[src/rtl/data_mem_arbiter.sv]
// data_mem_arbiter: shares one single-port, fixed-latency data memory between the
// load/store stage (LS, port 0) and instruction fetch (IF, port 1, read-only).
// One grant per cycle, one outstanding read, read data routed back to its owner,
// and IF is guaranteed a grant after STARVE_LIMIT consecutive lost arbitrations.
//
// Ports:
//   i_clk, i_rst_n                     clock (rising edge), async active-low reset
//   i_ls_req/addr/wdata/we/mask        LS request (held until o_ls_gnt)
//   o_ls_gnt, o_ls_rvalid, o_ls_rdata  LS grant and read response
//   i_if_req/addr                      IF read request (held until o_if_gnt)
//   o_if_gnt, o_if_rvalid, o_if_rdata  IF grant and read response
//   o_mem_addr/write_data/read_en/write_en/data_mask   memory command (grant cycle only)
//   i_mem_read_data                    memory read data, valid READ_LATENCY after read_en
module data_mem_arbiter #(
    parameter int unsigned ADDR_W       = 32,
    parameter int unsigned DATA_W       = 32,
    parameter int unsigned READ_LATENCY = 1,
    parameter int unsigned STARVE_LIMIT = 4
) (
    input  logic              i_clk,
    input  logic              i_rst_n,
    input  logic              i_ls_req,
    input  logic [ADDR_W-1:0] i_ls_addr,
    input  logic [DATA_W-1:0] i_ls_wdata,
    input  logic              i_ls_we,
    input  logic [1:0]        i_ls_mask,
    output logic              o_ls_gnt,
    output logic              o_ls_rvalid,
    output logic [DATA_W-1:0] o_ls_rdata,
    input  logic              i_if_req,
    input  logic [ADDR_W-1:0] i_if_addr,
    output logic              o_if_gnt,
    output logic              o_if_rvalid,
    output logic [DATA_W-1:0] o_if_rdata,
    output logic [ADDR_W-1:0] o_mem_addr,
    output logic [DATA_W-1:0] o_mem_write_data,
    output logic              o_mem_read_en,
    output logic              o_mem_write_en,
    output logic [1:0]        o_mem_data_mask,
    input  logic [DATA_W-1:0] i_mem_read_data
);

    localparam int unsigned LAT_W = $clog2(READ_LATENCY + 1);
    localparam int unsigned STV_W = $clog2(STARVE_LIMIT + 1);

    localparam logic OWNER_LS = 1'b0;
    localparam logic OWNER_IF = 1'b1;

    typedef enum logic {
        ST_IDLE = 1'b0,
        ST_BUSY = 1'b1
    } state_e;

    state_e           state_q, state_d;
    logic [LAT_W-1:0] lat_cnt_q, lat_cnt_d;
    logic [STV_W-1:0] starve_cnt_q, starve_cnt_d;
    logic             owner_q, owner_d;

    logic resp_cycle;
    logic grant_ok;
    logic if_starved;
    logic ls_win;
    logic if_win;
    logic read_grant;

    // State registers
    always_ff @(posedge i_clk or negedge i_rst_n) begin
        if (!i_rst_n) begin
            state_q      <= ST_IDLE;
            lat_cnt_q    <= '0;
            starve_cnt_q <= '0;
            owner_q      <= OWNER_LS;
        end else begin
            state_q      <= state_d;
            lat_cnt_q    <= lat_cnt_d;
            starve_cnt_q <= starve_cnt_d;
            owner_q      <= owner_d;
        end
    end

    // Arbitration, memory command, response routing and next-state
    always_comb begin
        state_d          = state_q;
        lat_cnt_d        = lat_cnt_q;
        starve_cnt_d     = starve_cnt_q;
        owner_d          = owner_q;
        o_ls_gnt         = 1'b0;
        o_if_gnt         = 1'b0;
        o_ls_rvalid      = 1'b0;
        o_if_rvalid      = 1'b0;
        o_ls_rdata       = '0;
        o_if_rdata       = '0;
        o_mem_addr       = '0;
        o_mem_write_data = '0;
        o_mem_read_en    = 1'b0;
        o_mem_write_en   = 1'b0;
        o_mem_data_mask  = 2'b00;

        // Response cycle doubles as a grant slot so reads can issue back-to-back.
        // Reset gating keeps every combinational output low while reset is held.
        resp_cycle = i_rst_n && (state_q == ST_BUSY) && (lat_cnt_q == LAT_W'(1));
        grant_ok   = i_rst_n && ((state_q == ST_IDLE) || resp_cycle);
        if_starved = (starve_cnt_q == STV_W'(STARVE_LIMIT));
        ls_win     = grant_ok && i_ls_req && !(i_if_req && if_starved);
        if_win     = grant_ok && i_if_req && !ls_win;
        read_grant = (ls_win && !i_ls_we) || if_win;

        if (ls_win) begin
            o_ls_gnt         = 1'b1;
            o_mem_addr       = i_ls_addr;
            o_mem_write_data = i_ls_wdata;
            o_mem_read_en    = !i_ls_we;
            o_mem_write_en   = i_ls_we;
            o_mem_data_mask  = i_ls_mask;
        end else if (if_win) begin
            o_if_gnt         = 1'b1;
            o_mem_addr       = i_if_addr;
            o_mem_read_en    = 1'b1;
            o_mem_data_mask  = 2'b11;
        end

        if (resp_cycle) begin
            if (owner_q == OWNER_IF) begin
                o_if_rvalid = 1'b1;
                o_if_rdata  = i_mem_read_data;
            end else begin
                o_ls_rvalid = 1'b1;
                o_ls_rdata  = i_mem_read_data;
            end
        end

        // Writes complete in the grant cycle and leave the FSM untouched
        if (read_grant) begin
            state_d   = ST_BUSY;
            lat_cnt_d = LAT_W'(READ_LATENCY);
            owner_d   = if_win ? OWNER_IF : OWNER_LS;
        end else if (state_q == ST_BUSY) begin
            lat_cnt_d = lat_cnt_q - LAT_W'(1);
            if (resp_cycle) begin
                state_d = ST_IDLE;
            end
        end

        // Count IF losses to LS; saturate so the starved IF keeps priority
        if (if_win) begin
            starve_cnt_d = '0;
        end else if (ls_win && i_if_req && !if_starved) begin
            starve_cnt_d = starve_cnt_q + STV_W'(1);
        end
    end

endmodule

[config.mk]
export PLATFORM = sky130hd
export DESIGN_NAME = data_mem_arbiter
export DESIGN_NICKNAME = d
export VERILOG_FILES = /design/src/rtl/data_mem_arbiter.sv
export SDC_FILE = /design/constraint.sdc
export NUM_CORES = 1
export LEC_CHECK = 0
export BUFFER_PORTS_ARGS = -buffer_cell sky130_fd_sc_hd__buf_2
export CAP_MARGIN = 0
export CORE_AREA = 8 8 100 102
export DETAILED_ROUTE_END_ITERATION = 8
export DIE_AREA = 0 0 108 110
export PLACE_DENSITY = 0.71
export SETUP_SLACK_MARGIN = 0.02
export SLEW_MARGIN = 20
export SYNTH_ARGS = -nofsm -noshare
export SYNTH_HDL_FRONTEND = slang
export SYNTH_SLANG_ARGS = --single-unit
[constraint.sdc]
create_clock -name i_clk -period 2.2 [get_ports i_clk]
set_clock_uncertainty 0.05 [all_clocks]
set_input_delay 0.44 -clock i_clk [delete_from_list [all_inputs] [get_ports i_clk]]
set_output_delay 0.44 -clock i_clk [all_outputs]
set_load 0.005 [all_outputs]
Word level (Yosys, flattened, before mapping) --
Index checks and enable logic that the tools add are counted.
Word-level totals: register bits after elaboration 6, word-level logic and storage cells 52
Cells by class: add/sub/neg operators 2, equality and inequality tests 1, multiplexer cells 25, bitwise logic cells 1, reduce and logical (&&, ||, !) cells 19
Operator list (count):
- 2-to-1 mux 32 bit | 7
- 2-to-1 mux 1 bit | 14
- logical AND 1 bit | 11
- 2-to-1 mux 3 bit | 2
- zero test 1 bit | 4
- 2-to-1 mux 2 bit | 2
- nonzero test 2 bit | 2
- adder 3 x 1 -> 3 bit (second input constant) | 1
- == test 3 bit (second input constant) | 1
- logical OR 1 bit | 2
- inverter 1 bit | 1
- subtractor 1 bit (second input constant) | 1

Logic depth before layout (Yosys ltp) --
Gate-level depths: netlist of the first run.
depth after elaboration 10, gate-level depth with buffers 7, depth with buffers taken out 6

Worst setup path before layout of the first run --
No wires, ideal clock.
path kind flip-flop to output port, from register starve_cnt_q[0], to output port o_mem_addr[10], arrival 1392 ps, setup slack 318 ps, stages on the path, launching flop included 7, buffers on the path 1, path through dfrtp_1 inv_1 ha_1 nand3_1 nand4_4 buf_6 mux2_4
Between the ends: cells in the longest elaborated chain, start to end 8
RTL lines:
- start: declaration | RTL line 56 | logic [STV_W-1:0] starve_cnt_q, starve_cnt_d;
- start signal: assignment | RTL line 76 | starve_cnt_q <= starve_cnt_d;
- == test 3 bit (*) | RTL line 103 | if_starved = (starve_cnt_q == STV_W'(STARVE_LIMIT));
- logical AND 1 bit (*) | RTL line 104 | ls_win = grant_ok && i_ls_req && !(i_if_req && if_starved);
- zero test 1 bit (*) | RTL line 104
- logical AND 1 bit (*) | RTL line 104
- zero test 1 bit | RTL line 105 | if_win = grant_ok && i_if_req && !ls_win;
- logical AND 1 bit | RTL line 105
- 2-to-1 mux 32 bit | RTL line 115 | end else if (if_win) begin
- 2-to-1 mux 32 bit (*) | RTL line 108 | if (ls_win) begin
- end: declaration | RTL line 35 | output logic [ADDR_W-1:0] o_mem_addr,
Every way passes the cells marked *; elsewhere a longest branch is shown, timed or not.

Final worst setup path of the first run --
from register starve_cnt_q[0], to output port o_mem_addr[18]
The elaborated chain is that of the path after synthesis.

==> results of run 1 <==
-- flip-flops by register name (all words and copies together), names as in the netlist --
register	cells
starve_cnt_q	3
lat_cnt_q	1
owner_q	1
state_q	1
-- routing by layer --
metal / GRT usage / vias up
met2: 0.2554 / 153
met1: 0.1431 / 1218
met3: 0.04767 / 5
met5: 0 / -
li1: - / 1308
met4: 0.02874 / 0
-- critical path, stage by stage (launching register included) --
cell	delay, ns
dfrtp_1	0.35
inv_2	0.06
ha_4	0.17
nand3_4	0.06
nand4_4	0.14
buf_12	0.19
buf_12	0.13
mux2_4	0.30
buf_6	0.12
-- area by class of cell --
| cell class | count | area, um^2 |
|---|---|---|
| Timing Repair Buffer | 293 | 1747 |
| Multi-Input combinational cell | 197 | 1553 |
| Fill cell | 843 | 4791 |
| Clock buffer | 3 | 41.29 |
| Tap cell | 108 | 135.1 |
| Sequential cell | 6 | 150.1 |
| Inverter | 6 | 48.80 |
-- per-stage QoR --
stage	setup TNS, ns	util	hold slack, ns
floorplan	0	-	0.09441
global placement	0	0.3896	0.2178
detailed placement	-0.7355	0.3896	0.2210
CTS	-0.5606	0.4322	0.1768
global route	-2.254	0.4341	0.2015
finish	-0.7546	0.4341	0.1778
-- placed cells by master (no fill, tap or decap), types with 2 or more instances in the layout --
cell type,instances
nand3_1,3
dfrtp_1,6
and2_1,98
buf_12,5
buf_4,12
mux2_2,2
nor2_1,4
buf_16,2
buf_6,20
buf_2,253
and3_1,32
inv_2,2
o21ai_0,2
clkbuf_8,3
inv_1,3
a21oi_1,2
mux2_4,30
nand2_1,8
-- final timing paths --
check / endpoint / cells past startpoint / slack (ns)
min in group i_clk: owner_q / 1 / 0.47
max in group asynchronous: starve_cnt_q[2] / 2 / 1.40
max reg2reg: starve_cnt_q[2] / 4 / 0.77
min reg2reg: owner_q / 1 / 0.47
max: o_mem_addr[18] / 8 / -0.04
min: state_q / 2 / 0.18
-- logic make-up after synthesis --
family | share of synthesized area
mux | 0.2669
fa+ha+maj | 0.01383
xor+xnor | 0.004842
flops | 0.08299
buf+inv | 0.07745
simple gates | 0.5152
compound gates | 0.03873
-- repair_timing --
| item | in CTS | in global routing |
|---|---|---|
| endpoints found under the setup margin | 66 | 62 |
| cloned | 3 | 0 |
| gates resized for setup | 33 | 4 |
| pin swaps | 3 | 1 |
| endpoints found under the hold margin | 1 | 0 |
| hold buffers | 1 | 0 |
| buffers inserted | 6 | 4 |
-- report_power, final --
group,switching (W),internal [W],leakage [nW]
sequential,0.0000445,0.000153,0.0739
combinational,0.000592,0.000818,2.32
clock,0.0000495,0.000118,0.0216
==> flow_metrics.tcl, run 1 <==
set metrics [dict create \
    status "finished, violations left" \
    violations "setup timing" \
    hp-class "input port to async pin" \
    power_density_nw_per_um2 482.8 \
    cp_data_arrival_time_ns 1.75 \
    cts_htree_levels 1 \
    critical_path.max_fanout 5 \
    max_freq_mhz 447.0 \
    fin_cells 613 \
    synth_nets 366 \
    drv_cap 0 \
    synth_cells 229 \
    grtUsageTotal 0.1363 \
    clockBufferDepth 2 \
    critPathLaunchType "flip-flop" \
    period_share 1.017 \
    grt_pass1_vias 2820 \
    path_class "flip-flop to primary output" \
    place_congestion 0.8023 \
    cts-root-buf "clkbuf_8" \
    cp.required_ns 1.71 \
    drcViolationCount 0 \
    final_net_count 644 \
    ys_async_sr_fraction 1.000 \
    relSlewSlack 0.8221 \
    synth_area_leaders "and2_1 (34%), mux2_4 (25%), and3_1 (11%)" \
    vias 2684 \
    p_total_w 0.001774 \
    rsz0062_at_grt "yes" \
    rows 34 \
    syn_avg_cell_area_um2 7.901 \
    vdd_drop_max_mv 0.3112 \
    reg2reg_from "lat_cnt_q" \
    dp.final_hpwl_mm 7.810 \
    yosysMostFrequentCell "and2_1" \
    placed_area_um2 3298 \
    antenna_left 0 \
    netlist.area_leader.share 0.3389 \
    grt_pass1_wl_mm 13.45 \
    setup_viol 29 \
    route.met3.wl_mm 1.099 \
    start_util 0.2137 \
    synth.top_cells.by_count "and2_1 (98), and3_1 (32), mux2_4 (30)" \
    overflow 0 \
    ys_types 29 \
    slew_viol_final 0 \
    power_leakage_nw 2.416 \
    ys_seq_area_frac 0.08299 \
    cts_tree "built" \
    period_minus_slack_ns 2.237 \
    antenna_found_initial 0 \
    grt_max_degree 36 \
    numPortBuffers 270 \
    dpl.cell_count 598 \
    wirelength_mm 9.367 \
    drive_gt1_frac 0.6653 \
    wire_per_inst_um 15.28 \
    ys_seq_elements 6 \
    synth-edff-count 0 \
    setup_ws_ns -0.03736 \
    fin_area_um2 3675 \
    core_area_um2 8466 \
    dr.pass1.iters 4 \
    dieArea_um2 11880 \
    crit_path_end_kind "primary output" \
    yosysTopAreaCell "and2_1" \
    worst_pin_slew_ns 0.2668 \
    cts_buffers 3 \
    ys_warn_count 0 \
    io_pins 271 \
    routed.top_layer "met4" \
    synth_flop_cell "dfrtp_1" \
    synthesis.area_um2 1809 \
    dr_wl_met2_mm 4.880 \
    die_y_um 110 \
    finalHoldViolCount 0 \
    cts_sinks 6 \
    insertion_delay_ns 0.23 \
    syn2layout_area_growth_pct 103.1 \
    num_antenna_cells 0 \
    viasPerCell 4.378 \
    place_ws_ns -0.04524 \
    die_x_um 108 \
    wl_met1_mm 3.333 \
    startpoint "starve_cnt_q[0]" \
    first_iter_violations 146 \
    clk_pin_slew_worst_paths_ns 0.04 \
]
Note: power is estimated with default switching activity, not from simulation.
==> run 2: changes to the inputs <==
==> constraint.sdc (replaced) <==
create_clock -name i_clk -period 2.2 [get_ports i_clk]
set_clock_uncertainty 0.05 [all_clocks]
set_input_delay 0.44 -clock i_clk [delete_from_list [all_inputs] [get_ports i_clk]]
set_output_delay 0.44 -clock i_clk [all_outputs]
set_load 0.05 [all_outputs]
==> run 2 against run 1 <==
Fmax is 1.6% lower. Count of clock-buffer cells in the layout stayed put. Power is 67% higher. Sequential share of layout area is 0.37 points lower. Register-to-register slack worse by 0.11 ns. First-iteration DRC count is 29% lower. Combinational power is 84% higher. Sequential power hardly changed. Clock power is 3% lower. Hold slack worse by 0.016 ns. The run still ends with setup timing left.
==> flow_metrics.tcl, run 2 (synthesis gave the netlist of run 1 again) <==
set metrics [dict create \
    status "finished, violations left" \
    violations "setup timing" \
    antenna_left 0 \
    worst_pin_slew_ns 0.2802 \
    path_cells "inv_2, ha_4, nand3_4, nand4_4, buf_12, buf_8, mux2_4, buf_8" \
    drcViolationCount 0 \
    wire_per_inst_um 16.33 \
    p_total_w 0.002959 \
    place_congestion 0.9501 \
    slew_viol_final 0 \
    core_area_um2 8466 \
    grt_pass1_vias 2885 \
    grtUsageTotal 0.1483 \
    insertion_delay_ns 0.22 \
    final_common_cell "buf_2" \
    drv_cap 0 \
    cp.required_ns 1.71 \
    critPathSlowestCell "dfrtp_1" \
    slowest_delay_ns 0.38 \
    finalHoldViolCount 0 \
    place_ws_ns 0.004764 \
    cts_buffers 3 \
    setup_ws_ns -0.07451 \
    grt_max_degree 36 \
    num_antenna_cells 0 \
    critical_path.max_fanout 8 \
    final_net_count 644 \
    dpl.cell_count 602 \
    crit_family "buffers and inverters" \
    regMostFlops "starve_cnt_q" \
    power_leakage_nw 2.489 \
    dieArea_um2 11880 \
    antenna_found_initial 0 \
    path_class "flip-flop to primary output" \
    clk_pin_slew_worst_paths_ns 0.04 \
    rows 34 \
    rsz0062_at_grt "yes" \
    r2r_slack_ns 0.66 \
    viasPerCell 4.405 \
    fin_tns_setup_ns -2.054 \
    cts_htree_levels 1 \
    cts_sinks 6 \
    wirelength_mm 10.01 \
    die_y_um 110 \
    fin_cells 613 \
    vias 2700 \
    path_buf_inv 4 \
    start_util 0.2137 \
    power_density_nw_per_um2 726.4 \
    grt_pass1_wl_mm 14.35 \
    largest_reg_flops 3 \
    critPathLaunchType "flip-flop" \
    io_pins 271 \
    vdd_drop_max_mv 0.4431 \
    drive_gt1_frac 0.7030 \
    first_iter_violations 103 \
    setup_viol 49 \
    timing.hold.ws_ns 0.1620 \
    dp.final_hpwl_mm 8.008 \
    period_minus_slack_ns 2.275 \
    die_x_um 108 \
    cts_tree "built" \
    relSlewSlack 0.8132 \
    period_share 1.034 \
    hp-class "input port to async pin" \
    crit_path_end_kind "primary output" \
    cp_data_arrival_time_ns 1.78 \
    final_cell_mix "buf_2 (197), and2_1 (85), buf_6 (61)" \
    overflow 0 \
    clockBufferDepth 2 \
    syn2layout_area_growth_pct 125.2 \
    cpMostUsedCell "buf_8" \
    numPortBuffers 270 \
    cts-root-buf "clkbuf_8" \
    max_freq_mhz 439.7 \
    dr.pass1.iters 6 \
]
run 2: cell types whose count changed in the layout (fill, tap and decap cells not counted), sizes merged:
cell,delta
buf,-2
clkbuf,+2
clkinv,-1
inv,+1
run 2: what timing repair did:
| action | in CTS | in global routing |
|---|---|---|
| hold buffers | 1 | 0 |
| cloned | 1 | 0 |
| setup endpoints to repair | 66 | 134 |
| resized for setup | 157 | 17 |
| pin swaps | 3 | 0 |
| setup buffers | 5 | 1 |
| hold endpoints to repair | 2 | 0 |
run 2: routing by layer:
layer / up-vias / track usage / routed length, um
met5: - / 0 / 0
met3: 9 / 0.05174 / 1162
met2: 158 / 0.2951 / 5536
li1: 1303 / - / -
met4: 0 / 0.03370 / 98
met1: 1230 / 0.1416 / 3216
run 2: stage by stage:
| step | util | area (um^2) |
|---|---|---|
| final | 0.4812 | 4074 |
| after global routing | 0.4812 | 4074 |
| after CTS | 0.4753 | 4024 |
| after detailed placement | 0.4010 | 3395 |
| after global placement | 0.4010 | 3395 |
| after floorplan | - | 1821 |
run 2: layout make-up:
class	count	area (um^2)
clock buffers	3	41.29
fillers	811	4392
inverters	6	22.52
multi-input cells	197	1598
flip-flops and latches	6	151.4
well taps	108	135.1
repair buffers	293	2126
run 2: final timing paths:
kind	start	endpoint	cells past startpoint
hold reg to reg	owner_q	owner_q	1
min in group i_clk	owner_q	owner_q	1
hold / removal	i_rst_n	state_q	2
setup reg to reg	starve_cnt_q[0]	starve_cnt_q[0]	7
max in group asynchronous	i_rst_n	starve_cnt_q[2]	2
setup / recovery	starve_cnt_q[1]	o_mem_addr[30]	8
run 2: power breakdown:
part	internal (W)	switching, W
Clock	0.000117	0.0000452
Sequential	0.000155	0.0000452
Combinational	0.00101	0.00159
==> run 3: changes to the inputs <==
--- a/config.mk
+++ b/config.mk
@@ -5,12 +5,13 @@
 export SDC_FILE = /design/constraint.sdc
 export NUM_CORES = 1
 export LEC_CHECK = 0
+export ABC_AREA = 1
 export BUFFER_PORTS_ARGS = -buffer_cell sky130_fd_sc_hd__buf_2
 export CAP_MARGIN = 0
 export CORE_AREA = 8 8 100 102
 export DETAILED_ROUTE_END_ITERATION = 8
 export DIE_AREA = 0 0 108 110
-export PLACE_DENSITY = 0.71
+export PLACE_DENSITY = 0.69
 export SETUP_SLACK_MARGIN = 0.02
 export SLEW_MARGIN = 20
 export SYNTH_ARGS = -nofsm -noshare
==> run 3 against run 2 <==
The flow now finishes without violations. Clock power is 4% higher. Highest routed layer unchanged. Cell count is 16% higher. Combinational power is 2% higher.
==> flow_metrics.tcl, run 3 <==
set metrics [dict create \
    status "finished, final reports clean" \
    first_iter_violations 162 \
    rows 34 \
    cts_sinks 6 \
    rsz0062_at_grt "yes" \
    power_leakage_nw 2.583 \
    switching_share 0.6312 \
    p_int_w 0.001118 \
    clockBufferDepth 2 \
    ys_async_sr_fraction 1.000 \
    place_congestion 0.7500 \
    cts_htree_levels 1 \
    ys_types 21 \
    vias 2986 \
    die_y_um 110 \
    max_freq_mhz 457.9 \
    yosysTopAreaCell "nor2_1" \
    start_util 0.1892 \
    p_switching_w 0.001913 \
    fin_util 0.4688 \
    dp.final_hpwl_mm 8.209 \
    dpl.cell_count 697 \
    viasPerCell 4.194 \
    ys_seq_elements 6 \
    relSlewSlack 0.7844 \
    synth_flop_cell "dfrtp_1" \
    num_antenna_cells 0 \
    hp-class "input port to async pin" \
    fin_cells 712 \
    cp_data_arrival_time_ns 1.69 \
    regMostFlops "starve_cnt_q" \
    grt_pass1_wl_mm 14.52 \
    cts_buffers 3 \
    synth_area_leaders "nor2_1 (23%), inv_1 (17%), nand2_1 (16%)" \
    critPathLaunchType "flip-flop" \
    combPwrFrac 0.877 \
    wire_per_inst_um 14.83 \
    dieArea_um2 11880 \
    seq_power_share 0.068 \
    path_class "flip-flop to primary output" \
    finalHoldViolCount 0 \
    overflow 0 \
    crit_path_end_kind "primary output" \
    r2r_slack_ns 0.64 \
    netlist.area_leader.share 0.2297 \
    ys_warn_count 0 \
    antenna_left 0 \
    fin_area_um2 3969 \
    grt_max_degree 36 \
    clk_pin_slew_worst_paths_ns 0.04 \
    final_cell_mix "buf_2 (202), inv_1 (70), nor2_1 (58)" \
    synth-edff-count 0 \
    vdd_drop_max_mv 0.3298 \
    cts-root-buf "clkbuf_8" \
    synth_cells 331 \
    dr.pass1.iters 5 \
    synth.top_cells.by_count "nor2_1 (98), inv_1 (71), nand2_1 (69)" \
    drv_cap 0 \
    synth_nets 468 \
    critical_path.max_fanout 33 \
    antenna_found_initial 0 \
    period_share 0.9927 \
    slew_viol_final 0 \
    die_x_um 108 \
    worst_pin_slew_ns 0.3234 \
    drive_gt1_frac 0.6490 \
    syn_avg_cell_area_um2 4.838 \
    pwr-share-clk 0.056 \
    insertion_delay_ns 0.22 \
    grt_pass1_vias 2958 \
    multi_input_area_um2 1274 \
    setup_viol 0 \
    largest_reg_flops 3 \
    period_minus_slack_ns 2.184 \
    nFillCells 854 \
    syn2layout_area_growth_pct 147.8 \
    grtUsageTotal 0.1491 \
    io_pins 271 \
    ys_seq_area_frac 0.09375 \
    placed_area_um2 3214 \
    yosysMostFrequentCell "nor2_1" \
    final_common_cell "buf_2" \
    drcViolationCount 0 \
    core_area_um2 8466 \
    regArea_um2 150.1 \
    power_density_nw_per_um2 763.7 \
    cts_tree "built" \
    synthesis.area_um2 1602 \
    fin_tns_setup_ns 0 \
    wirelength_mm 10.56 \
    final_net_count 743 \
    numPortBuffers 270 \
    cp.required_ns 1.71 \
]
[run 3: per-layer routing]
metal / track usage / share of wire / up-vias
met2: 0.2677 / 0.50 / 185
li1: - / - / 1524
met5: 0 / 0 / -
met4: 0.04163 / 0.019 / 0
met1: 0.1580 / 0.35 / 1263
met3: 0.05930 / 0.13 / 14
[run 3: critical path, cell delays in order, from the launching register on]
cell     delay (ns)
dfrtp_1        0.35
inv_1          0.08
ha_4           0.17
nand3_4        0.08
nand2_4        0.08
nor2_8         0.13
buf_12         0.15
inv_8          0.09
nor2_1         0.13
buf_4          0.22
[run 3: area by class of cell]
type / count / share of cell area
Clock buffer: 3 / 0.01040
Inverter: 75 / 0.07282
Multi-Input combinational cell: 227 / 0.3209
Sequential cell: 6 / 0.03783
Tap cell: 108 / 0.03405
Timing Repair Buffer: 293 / 0.5240
[run 3: path summary, 6_finish.rpt]
check / startpoint / end / cells past startpoint
worst max-delay path: starve_cnt_q[1] / o_mem_write_data[30] / 9
worst min-delay path: i_rst_n / starve_cnt_q[0] / 2
worst max register to register: starve_cnt_q[1] / starve_cnt_q[1] / 10
worst min register to register: owner_q / owner_q / 2
max in group asynchronous: i_rst_n / state_q / 2
min in group i_clk: owner_q / owner_q / 2
[run 3: timing repair]
action	CTS	global route
pin swaps	2	13
setup buffers	6	2
hold buffers	1	0
cloned	2	1
resized for setup	95	88
endpoints found under the hold margin	2	0
endpoints found under the setup margin	69	70
[run 3: power by group through the flow]
stage,Combinational (W),Clock [W],Sequential [W]
3_5_place_dp,0.00224,0,0.000207
3_3_place_gp,0.00224,0,0.000204
4_1_cts,0.00250,0.000173,0.000202
6_report,0.00266,0.000168,0.000205
5_1_grt,0.00281,0.000181,0.000211
2_1_floorplan,0.00165,0,0.000198
[run 3: logic make-up after synthesis]
kind of cell,synth area share
xor+xnor,0.01094
fa+ha+maj,0.01562
buf+inv,0.2578
flops,0.09375
simple gates,0.6219
[run 3: stage by stage]
step	total power [W]	hold slack, ns	worst slack [ns]
floorplan	0.001845	0.09441	-0.01679
global placement	0.002442	0.2166	0.09100
detailed placement	0.002450	0.2199	0.05983
CTS	0.002875	0.1399	0.01415
global route	0.003202	0.1550	-0.04619
finish	0.003031	0.1425	0.01615
